**config.mk**
```make
export PLATFORM = sky130hd
export DESIGN_NAME = tt_um_coline3003_top
export DESIGN_NICKNAME = d
export VERILOG_FILES = /design/src/rtl/spectro_pkg.sv /design/src/rtl/spectro_bandsplit.sv /design/src/rtl/tt_um_coline3003_top.sv
export SDC_FILE = /design/constraint.sdc
export NUM_CORES = 1
export LEC_CHECK = 0
export ABC_AREA = 1
export BUFFER_PORTS_ARGS = -buffer_cell sky130_fd_sc_hd__buf_2
export CAP_MARGIN = 20
export CORE_MARGIN = 4
export CORE_UTILIZATION = 55
export DETAILED_ROUTE_END_ITERATION = 10
export PLACE_DENSITY = 0.79
export SLEW_MARGIN = 20
export SYNTH_ARGS = -nofsm -noshare
export SYNTH_HDL_FRONTEND = slang
export SYNTH_SLANG_ARGS = --single-unit
```
**constraint.sdc**
```tcl
create_clock -name clk -period 7.7 [get_ports clk]
set_input_delay 1.155 -clock clk [delete_from_list [all_inputs] [get_ports clk]]
set_output_delay 1.155 -clock clk [all_outputs]
set_load 0.05 [all_outputs]
```
**src/rtl/spectro_pkg.sv**
```systemverilog
// Shared widths, band indices and helpers for the spectrogram extractor.
package spectro_pkg;

  localparam int unsigned SAMPLE_W   = 8;
  localparam int unsigned NUM_BANDS  = 4;
  localparam int unsigned BAND_W     = 11;
  localparam int unsigned FRAME_LOG2 = 6;
  localparam int unsigned OUT_SHIFT  = 8;

  function automatic int unsigned acc_width(input int unsigned band_w,
                                            input int unsigned frame_log2);
    return band_w + frame_log2;
  endfunction

  typedef enum logic [1:0] {
    BAND_LOW    = 2'd0,
    BAND_MID_LO = 2'd1,
    BAND_MID_HI = 2'd2,
    BAND_HIGH   = 2'd3
  } band_e;

  typedef logic [BAND_W-1:0] mag_t;

endpackage

```
**src/rtl/spectro_bandsplit.sv**
```systemverilog
// Undecimated integer Haar filterbank: three cascaded sum/difference stages
// with growing delay spans, producing four unsigned band magnitudes per sample.
module spectro_bandsplit
  import spectro_pkg::*;
(
  input  logic                              clk,
  input  logic                              rst_n,
  input  logic                              clear,
  input  logic                              sample_valid,
  input  logic signed [SAMPLE_W-1:0]        x,
  output logic [NUM_BANDS-1:0][BAND_W-1:0]  mag
);

  localparam int unsigned W1 = SAMPLE_W + 1;
  localparam int unsigned W2 = SAMPLE_W + 2;
  localparam int unsigned W3 = SAMPLE_W + 3;

  typedef logic signed [W1-1:0] s1_t;
  typedef logic signed [W2-1:0] s2_t;
  typedef logic signed [W3-1:0] s3_t;

  logic signed [SAMPLE_W-1:0] x1_q, x1_d;
  s1_t s1_hist_q [2];
  s1_t s1_hist_d [2];
  s2_t s2_hist_q [4];
  s2_t s2_hist_d [4];

  s1_t s1, d1;
  s2_t s2, d2;
  s3_t s3, d3;

  always_comb begin
    s1 = s1_t'(x) + s1_t'(x1_q);
    d1 = s1_t'(x) - s1_t'(x1_q);
    s2 = s2_t'(s1) + s2_t'(s1_hist_q[1]);
    d2 = s2_t'(s1) - s2_t'(s1_hist_q[1]);
    s3 = s3_t'(s2) + s3_t'(s2_hist_q[3]);
    d3 = s3_t'(s2) - s3_t'(s2_hist_q[3]);
  end

  // Negating the most negative value wraps to itself, which reads back as the right unsigned magnitude.
  always_comb begin
    mag[0] = s3[W3-1] ? mag_t'(-s3) : mag_t'(s3);
    mag[1] = d3[W3-1] ? mag_t'(-d3) : mag_t'(d3);
    mag[2] = d2[W2-1] ? mag_t'(-d2) : mag_t'(d2);
    mag[3] = d1[W1-1] ? mag_t'(-d1) : mag_t'(d1);
  end

  always_comb begin
    x1_d      = x1_q;
    s1_hist_d = s1_hist_q;
    s2_hist_d = s2_hist_q;
    if (clear) begin
      x1_d      = '0;
      s1_hist_d = '{default: '0};
      s2_hist_d = '{default: '0};
    end else if (sample_valid) begin
      x1_d         = x;
      s1_hist_d[0] = s1;
      s1_hist_d[1] = s1_hist_q[0];
      s2_hist_d[0] = s2;
      for (int unsigned i = 1; i < 4; i++) begin
        s2_hist_d[i] = s2_hist_q[i-1];
      end
    end
  end

  always_ff @(posedge clk or negedge rst_n) begin
    if (!rst_n) begin
      x1_q      <= '0;
      s1_hist_q <= '{default: '0};
      s2_hist_q <= '{default: '0};
    end else begin
      x1_q      <= x1_d;
      s1_hist_q <= s1_hist_d;
      s2_hist_q <= s2_hist_d;
    end
  end

endmodule

```
**src/rtl/tt_um_coline3003_top.sv**
```systemverilog
// Tiny Tapeout top: per-band magnitude accumulation over fixed frames,
// saturated 8-bit energy registers and a band-select read mux.
module tt_um_coline3003_top
  import spectro_pkg::*;
#(
  parameter int unsigned FRAME_LOG2 = spectro_pkg::FRAME_LOG2,
  parameter int unsigned OUT_SHIFT  = spectro_pkg::OUT_SHIFT
) (
  input  logic       clk,
  input  logic       rst_n,
  input  logic       ena,
  input  logic [7:0] ui_in,
  input  logic [7:0] uio_in,
  output logic [7:0] uo_out,
  output logic [7:0] uio_out,
  output logic [7:0] uio_oe
);

  localparam int unsigned ACC_W = acc_width(BAND_W, FRAME_LOG2);

  logic  sample_valid, clear;
  band_e band_sel;
  logic  unused_ok;

  assign sample_valid = uio_in[0];
  assign clear        = uio_in[1];
  assign band_sel     = band_e'(uio_in[3:2]);
  assign unused_ok    = &{1'b0, ena, uio_in[7:4]};

  logic [NUM_BANDS-1:0][BAND_W-1:0] mag;

  spectro_bandsplit u_bandsplit (
    .clk          (clk),
    .rst_n        (rst_n),
    .clear        (clear),
    .sample_valid (sample_valid),
    .x            (ui_in),
    .mag          (mag)
  );

  logic [ACC_W-1:0]      acc_q    [NUM_BANDS];
  logic [ACC_W-1:0]      acc_d    [NUM_BANDS];
  logic [ACC_W-1:0]      acc_sum  [NUM_BANDS];
  logic [ACC_W-1:0]      shifted  [NUM_BANDS];
  logic [7:0]            energy_q [NUM_BANDS];
  logic [7:0]            energy_d [NUM_BANDS];
  logic [FRAME_LOG2-1:0] cnt_q, cnt_d;
  logic                  frame_done_q, frame_done_d;
  logic                  frame_toggle_q, frame_toggle_d;
  logic                  last_sample;

  assign last_sample = (cnt_q == '1);

  // The closing sample's magnitude is folded in before the shift, so no extra cycle is needed.
  always_comb begin
    for (int unsigned b = 0; b < NUM_BANDS; b++) begin
      acc_sum[b] = acc_q[b] + ACC_W'(mag[b]);
      shifted[b] = acc_sum[b] >> OUT_SHIFT;
    end
  end

  always_comb begin
    acc_d          = acc_q;
    energy_d       = energy_q;
    cnt_d          = cnt_q;
    frame_done_d   = 1'b0;
    frame_toggle_d = frame_toggle_q;
    if (clear) begin
      acc_d = '{default: '0};
      cnt_d = '0;
    end else if (sample_valid) begin
      cnt_d = cnt_q + 1'b1;
      for (int unsigned b = 0; b < NUM_BANDS; b++) begin
        acc_d[b] = acc_sum[b];
      end
      if (last_sample) begin
        for (int unsigned b = 0; b < NUM_BANDS; b++) begin
          energy_d[b] = (shifted[b] > ACC_W'(255)) ? 8'hFF : shifted[b][7:0];
          acc_d[b]    = '0;
        end
        cnt_d          = '0;
        frame_done_d   = 1'b1;
        frame_toggle_d = ~frame_toggle_q;
      end
    end
  end

  always_ff @(posedge clk or negedge rst_n) begin
    if (!rst_n) begin
      acc_q          <= '{default: '0};
      energy_q       <= '{default: '0};
      cnt_q          <= '0;
      frame_done_q   <= 1'b0;
      frame_toggle_q <= 1'b0;
    end else begin
      acc_q          <= acc_d;
      energy_q       <= energy_d;
      cnt_q          <= cnt_d;
      frame_done_q   <= frame_done_d;
      frame_toggle_q <= frame_toggle_d;
    end
  end

  assign uo_out  = energy_q[band_sel];
  assign uio_out = {2'b00, frame_toggle_q, frame_done_q, 4'b0000};
  assign uio_oe  = 8'b0011_0000;

endmodule

```
==> results.txt <==
The number of warning messages in the yosys log is 0. The most numerous cell type found on the critical path is nand2_1. The full die area is 25870 um^2. The number of synthesized register bits is 174. The worst-margin pin slew is 0.8947 ns. The placed wire-length estimate after detailed placement came out at 20220 um. The number of failing setup endpoints in the final timing report came out at 0. The number of standard cells after synthesis is 1724. The H-tree generated during clock tree synthesis spans 4 levels. The first detailed-routing pass took 5 iterations.

The met3 demand-to-capacity share in global routing is 3.310%. The detailed router's first-iteration violation count came out at 825. The number of flops mapped to enable cells by yosys is 0. For this run, the total global-route usage over all layers was measured as 22.34%. For this design, the slowest cell found on the critical path is ha_1. Of the total power, combinational logic draws 49.1%. The count of buffers from port buffering is 23. The height of the die came out at 160.8 um. The flow ran to the end, and the final reports show no timing, DRC or antenna violations. The die width came out at 160.8 um. The reg-to-reg critical path startpoint is u_bandsplit.x1_q[3]$_DFFE_PN0P_.

The worst-skew pair later-pin latency came out at 0.44 ns. The net switching component of the power is 1.718 mW. The count of nets left with antenna violations once routing finished came out at 0.

The required time reported for the critical path endpoint is 8.02 ns. The worst-case register-to-register setup slack is 1.07 ns. The cell-internal power is 2.163 mW. After synthesis, the largest family of logic cells by area is simple AND/OR/NAND/NOR gates. The number of cells on the worst reg-to-reg path is 34. The placement row count came out at 55.

In the global route stage, met2 resource usage came out at 39.04%. The dominant register cell in the synthesized netlist is dfrtp_1. The maximum resistive drop on vdd came out at 0.1643 mV.

In this run the worst hold path is classified as register to register. After layout, the worst path uses 91.79% of the clock period. Summing the areas of all xor and xnor instances in the mapped netlist gives 5.297% of the synthesized area. The number of gates resized after CTS came out at 0. The initial core utilization is 56.41%. The initial antenna violation count is 0. The fraction of final layout cells with drive strength greater than 1 came out at 6.782%. The netlist area before placement came out at 12850 um^2. The compound-gate portion of the synthesized area is 14.05%. The mean cell area of the mapped netlist is 7.453 um^2.

The sum of negative setup slack came out at 0 ns. In this run the standard cell core region covers 22780 um^2. The peak clock frequency supported by timing is 141.5 MHz.

The root buffer cell chosen for the clock tree is clkbuf_16. The ratio of total power to cell area is 282.7 nW/um^2. In this run the most used layer during global routing was met2. The number of max-capacitance violations reported came out at 0.

The number of hold buffers added after cts came out at 0. TritonCTS built the clock tree. The launching element type of the critical path is an input port.

The worst register-to-register path ends at energy_q[31]$_DFFE_PN0P_. Leaving out fill and tap cells, the most frequent cell in the layout is nand2_1. For hold timing, the worst endpoint is energy_q[12]$_DFFE_PN0P_. The clock skew after layout came out at 0.01085 ns.

By startpoint and endpoint, the worst setup path is classified as input port to register. The largest net degree at the start of global routing is 94. The worst hold path was traced through 2 stages. The number of inserted diodes came out at 0.

43 I/O pins were placed. Setup repair after global routing left no endpoint under its margin. For this run, the slowest stage of the critical path takes 0.46 ns. The endpoint type of the worst setup path is a register.

The layout net count is 1865. The layout-stage area growth over the synthesis result came out at 6.875%. The final layout contains routed wiring with a total length of 28410 um. The analysis attributes to cell leakage a power of 7.140 nW. The post-route total power came out at 3.882 mW. The worst hold path begins at energy_q[12]$_DFFE_PN0P_. The part of the power in the clock network came out at 22.8%.

The number of max-slew violations in the final report came out at 0. Of the total synthesized cell area, the portion taken by AND, OR, NAND and NOR gates is 24.30%. The number of global-route vias before repair is 10830. Dividing the detail-routed via count by the number of cells gives 5.408. The synthesized netlist devotes 12.17% of its cell area to adder and majority cells. The fraction of power spent switching nets is 44.27%. After synthesis, flip-flops and latches occupy 33.89% of the total area. Registers are responsible for 28.0% of the overall power. The data arrival time of the worst path is 7.39 ns. The total number of vias is 11100.

The mux contribution to synthesized area came out at 0%. The async set-or-reset flop fraction in the synthesized netlist came out at 100.0%. The wire length of the first global-routing pass came out at 48730 um. The number of design rule violations left after detail routing is 0. The maximum fanout encountered on the critical timing path came out at 19. Counting the buffers created by CTS gives 17. The shortest clock period the worst path allows after layout came out at 7.068 ns. The count of different cell masters after synthesis came out at 56. Routability-driven placement finished with a final weighted congestion of 0.9187. After detailed routing, the average wire length per cell comes to 13.84 um. Leaving out fill and tap cells, the most frequent cells in the layout are nand2_1 (467), inv_1 (242), dfrtp_1 (174). The final hold violation count was 0.

The met1 track demand over resource came out at 28.70%. The tree built by TritonCTS fans out to 174 sinks. The critical path starts at ui_in[3]. The maximum count of clock buffers along a single path came out at 2. The worst slew margin relative to its limit came out at 40.35%. Post-CTS timing repair inserted 0 buffers for setup. For this run the aggregate overflow at the end of global routing stands at 0. Clock-pin slew was measured on the worst setup and hold paths at 0.07 ns.
==> synthesized netlist by cell type (all sizes together), types with 4 or more instances <==
| cell type | number | area, um^2 |
|---|---|---|
| a31oi | 4 | 25.02 |
| nand4 | 23 | 158.9 |
| clkbuf | 26 | 100.1 |
| xor2 | 53 | 479.2 |
| nand2 | 483 | 1853 |
| buf | 34 | 254.0 |
| a21o | 10 | 75.07 |
| o21bai | 4 | 30.03 |
| nand3 | 96 | 495.5 |
| fa | 10 | 200.2 |
| nor3 | 19 | 95.09 |
| o22ai | 78 | 488.0 |
| xnor2 | 23 | 201.4 |
| a22o | 8 | 70.07 |
| dfrtp | 174 | 4354 |
| o21ai | 113 | 591.8 |
| inv | 253 | 957.2 |
| nand3b | 8 | 72.57 |
| ha | 109 | 1364 |
| nor2 | 98 | 402.9 |
| a21oi | 68 | 355.3 |
==> flip-flops by register name, indices dropped and copies added (netlist names) <==
register               count
acc_q                     68
u_bandsplit.s2_hist_q     40
energy_q                  32
u_bandsplit.s1_hist_q     18
u_bandsplit.x1_q           8
cnt_q                      6
frame_done_q               1
frame_toggle_q             1
==> cells by family after synthesis <==
group,Yosys count
AOI/OAI and AO/OA,305
xor gates and xnor gates,76
adders and majority gates,119
buffers and inverters,314
DFF,174
other,2
and+or+nand+nor,734
==> metrics by stage <==
stage | util, % | cells | hold slack, ns | worst slack (ns) | area (um^2)
after floorplan | - | 1739 | 0.4428 | 1.373 | 12900
after global placement | 57.57 | 2021 | 0.4498 | 0.4293 | 13110
after detailed placement | 57.57 | 2021 | 0.4622 | 0.2751 | 13110
after CTS | 60.22 | 2053 | 0.4813 | 0.6600 | 13720
after global routing | 60.29 | 2053 | 0.5006 | 0.05895 | 13730
final | 60.29 | 2053 | 0.4797 | 0.6323 | 13730
==> cell type report <==
type                    instances  area (um^2)
flip-flops and latches        174         4354
clock buffers                  17        425.4
multi-input cells            1251         7252
repair buffers                 29        170.2
clock inverters                15        177.7
inverters                     254        960.9
fillers                      1973         9046
well taps                     313        391.6
==> per-layer routing <==
metal / share of wire, % / wire, um
met2: 49 / 13970
met3: 3.3 / 931
met1: 46 / 12970
met5: 0 / 0
met4: 1.9 / 534
==> worst max-delay path: cells and delay by family <==
| kind | cells | cell delay [ns] |
|---|---|---|
| buffers and inverters | 5 | 0.57 |
| and+or+nand+nor | 13 | 1.57 |
| adders and majority gates | 4 | 1.55 |
| AOI/OAI and AO/OA | 9 | 1.74 |
| xor gates and xnor gates | 3 | 0.79 |
==> worst max-delay path by stage <==
stage | cells past startpoint | slack (ns) | to
3_5_place_dp | 35 | 0.28 | energy_q[25]$_DFFE_PN0P_
5_1_grt | 34 | 0.06 | energy_q[31]$_DFFE_PN0P_
4_1_cts | 35 | 0.66 | energy_q[31]$_DFFE_PN0P_
2_1_floorplan | 33 | 1.37 | energy_q[25]$_DFFE_PN0P_
3_3_place_gp | 35 | 0.43 | energy_q[26]$_DFFE_PN0P_
6_report | 34 | 0.63 | energy_q[31]$_DFFE_PN0P_
==> power by group through the flow <==
stage	sequential [mW]	combinational, mW	clock, mW
floorplan	1.09	1.53	0
global placement	1.10	1.83	0
detailed placement	1.10	1.88	0
CTS	1.09	1.90	0.897
global route	1.10	2.17	0.936
finish	1.09	1.91	0.886
Power figures use the tool's default switching activity.
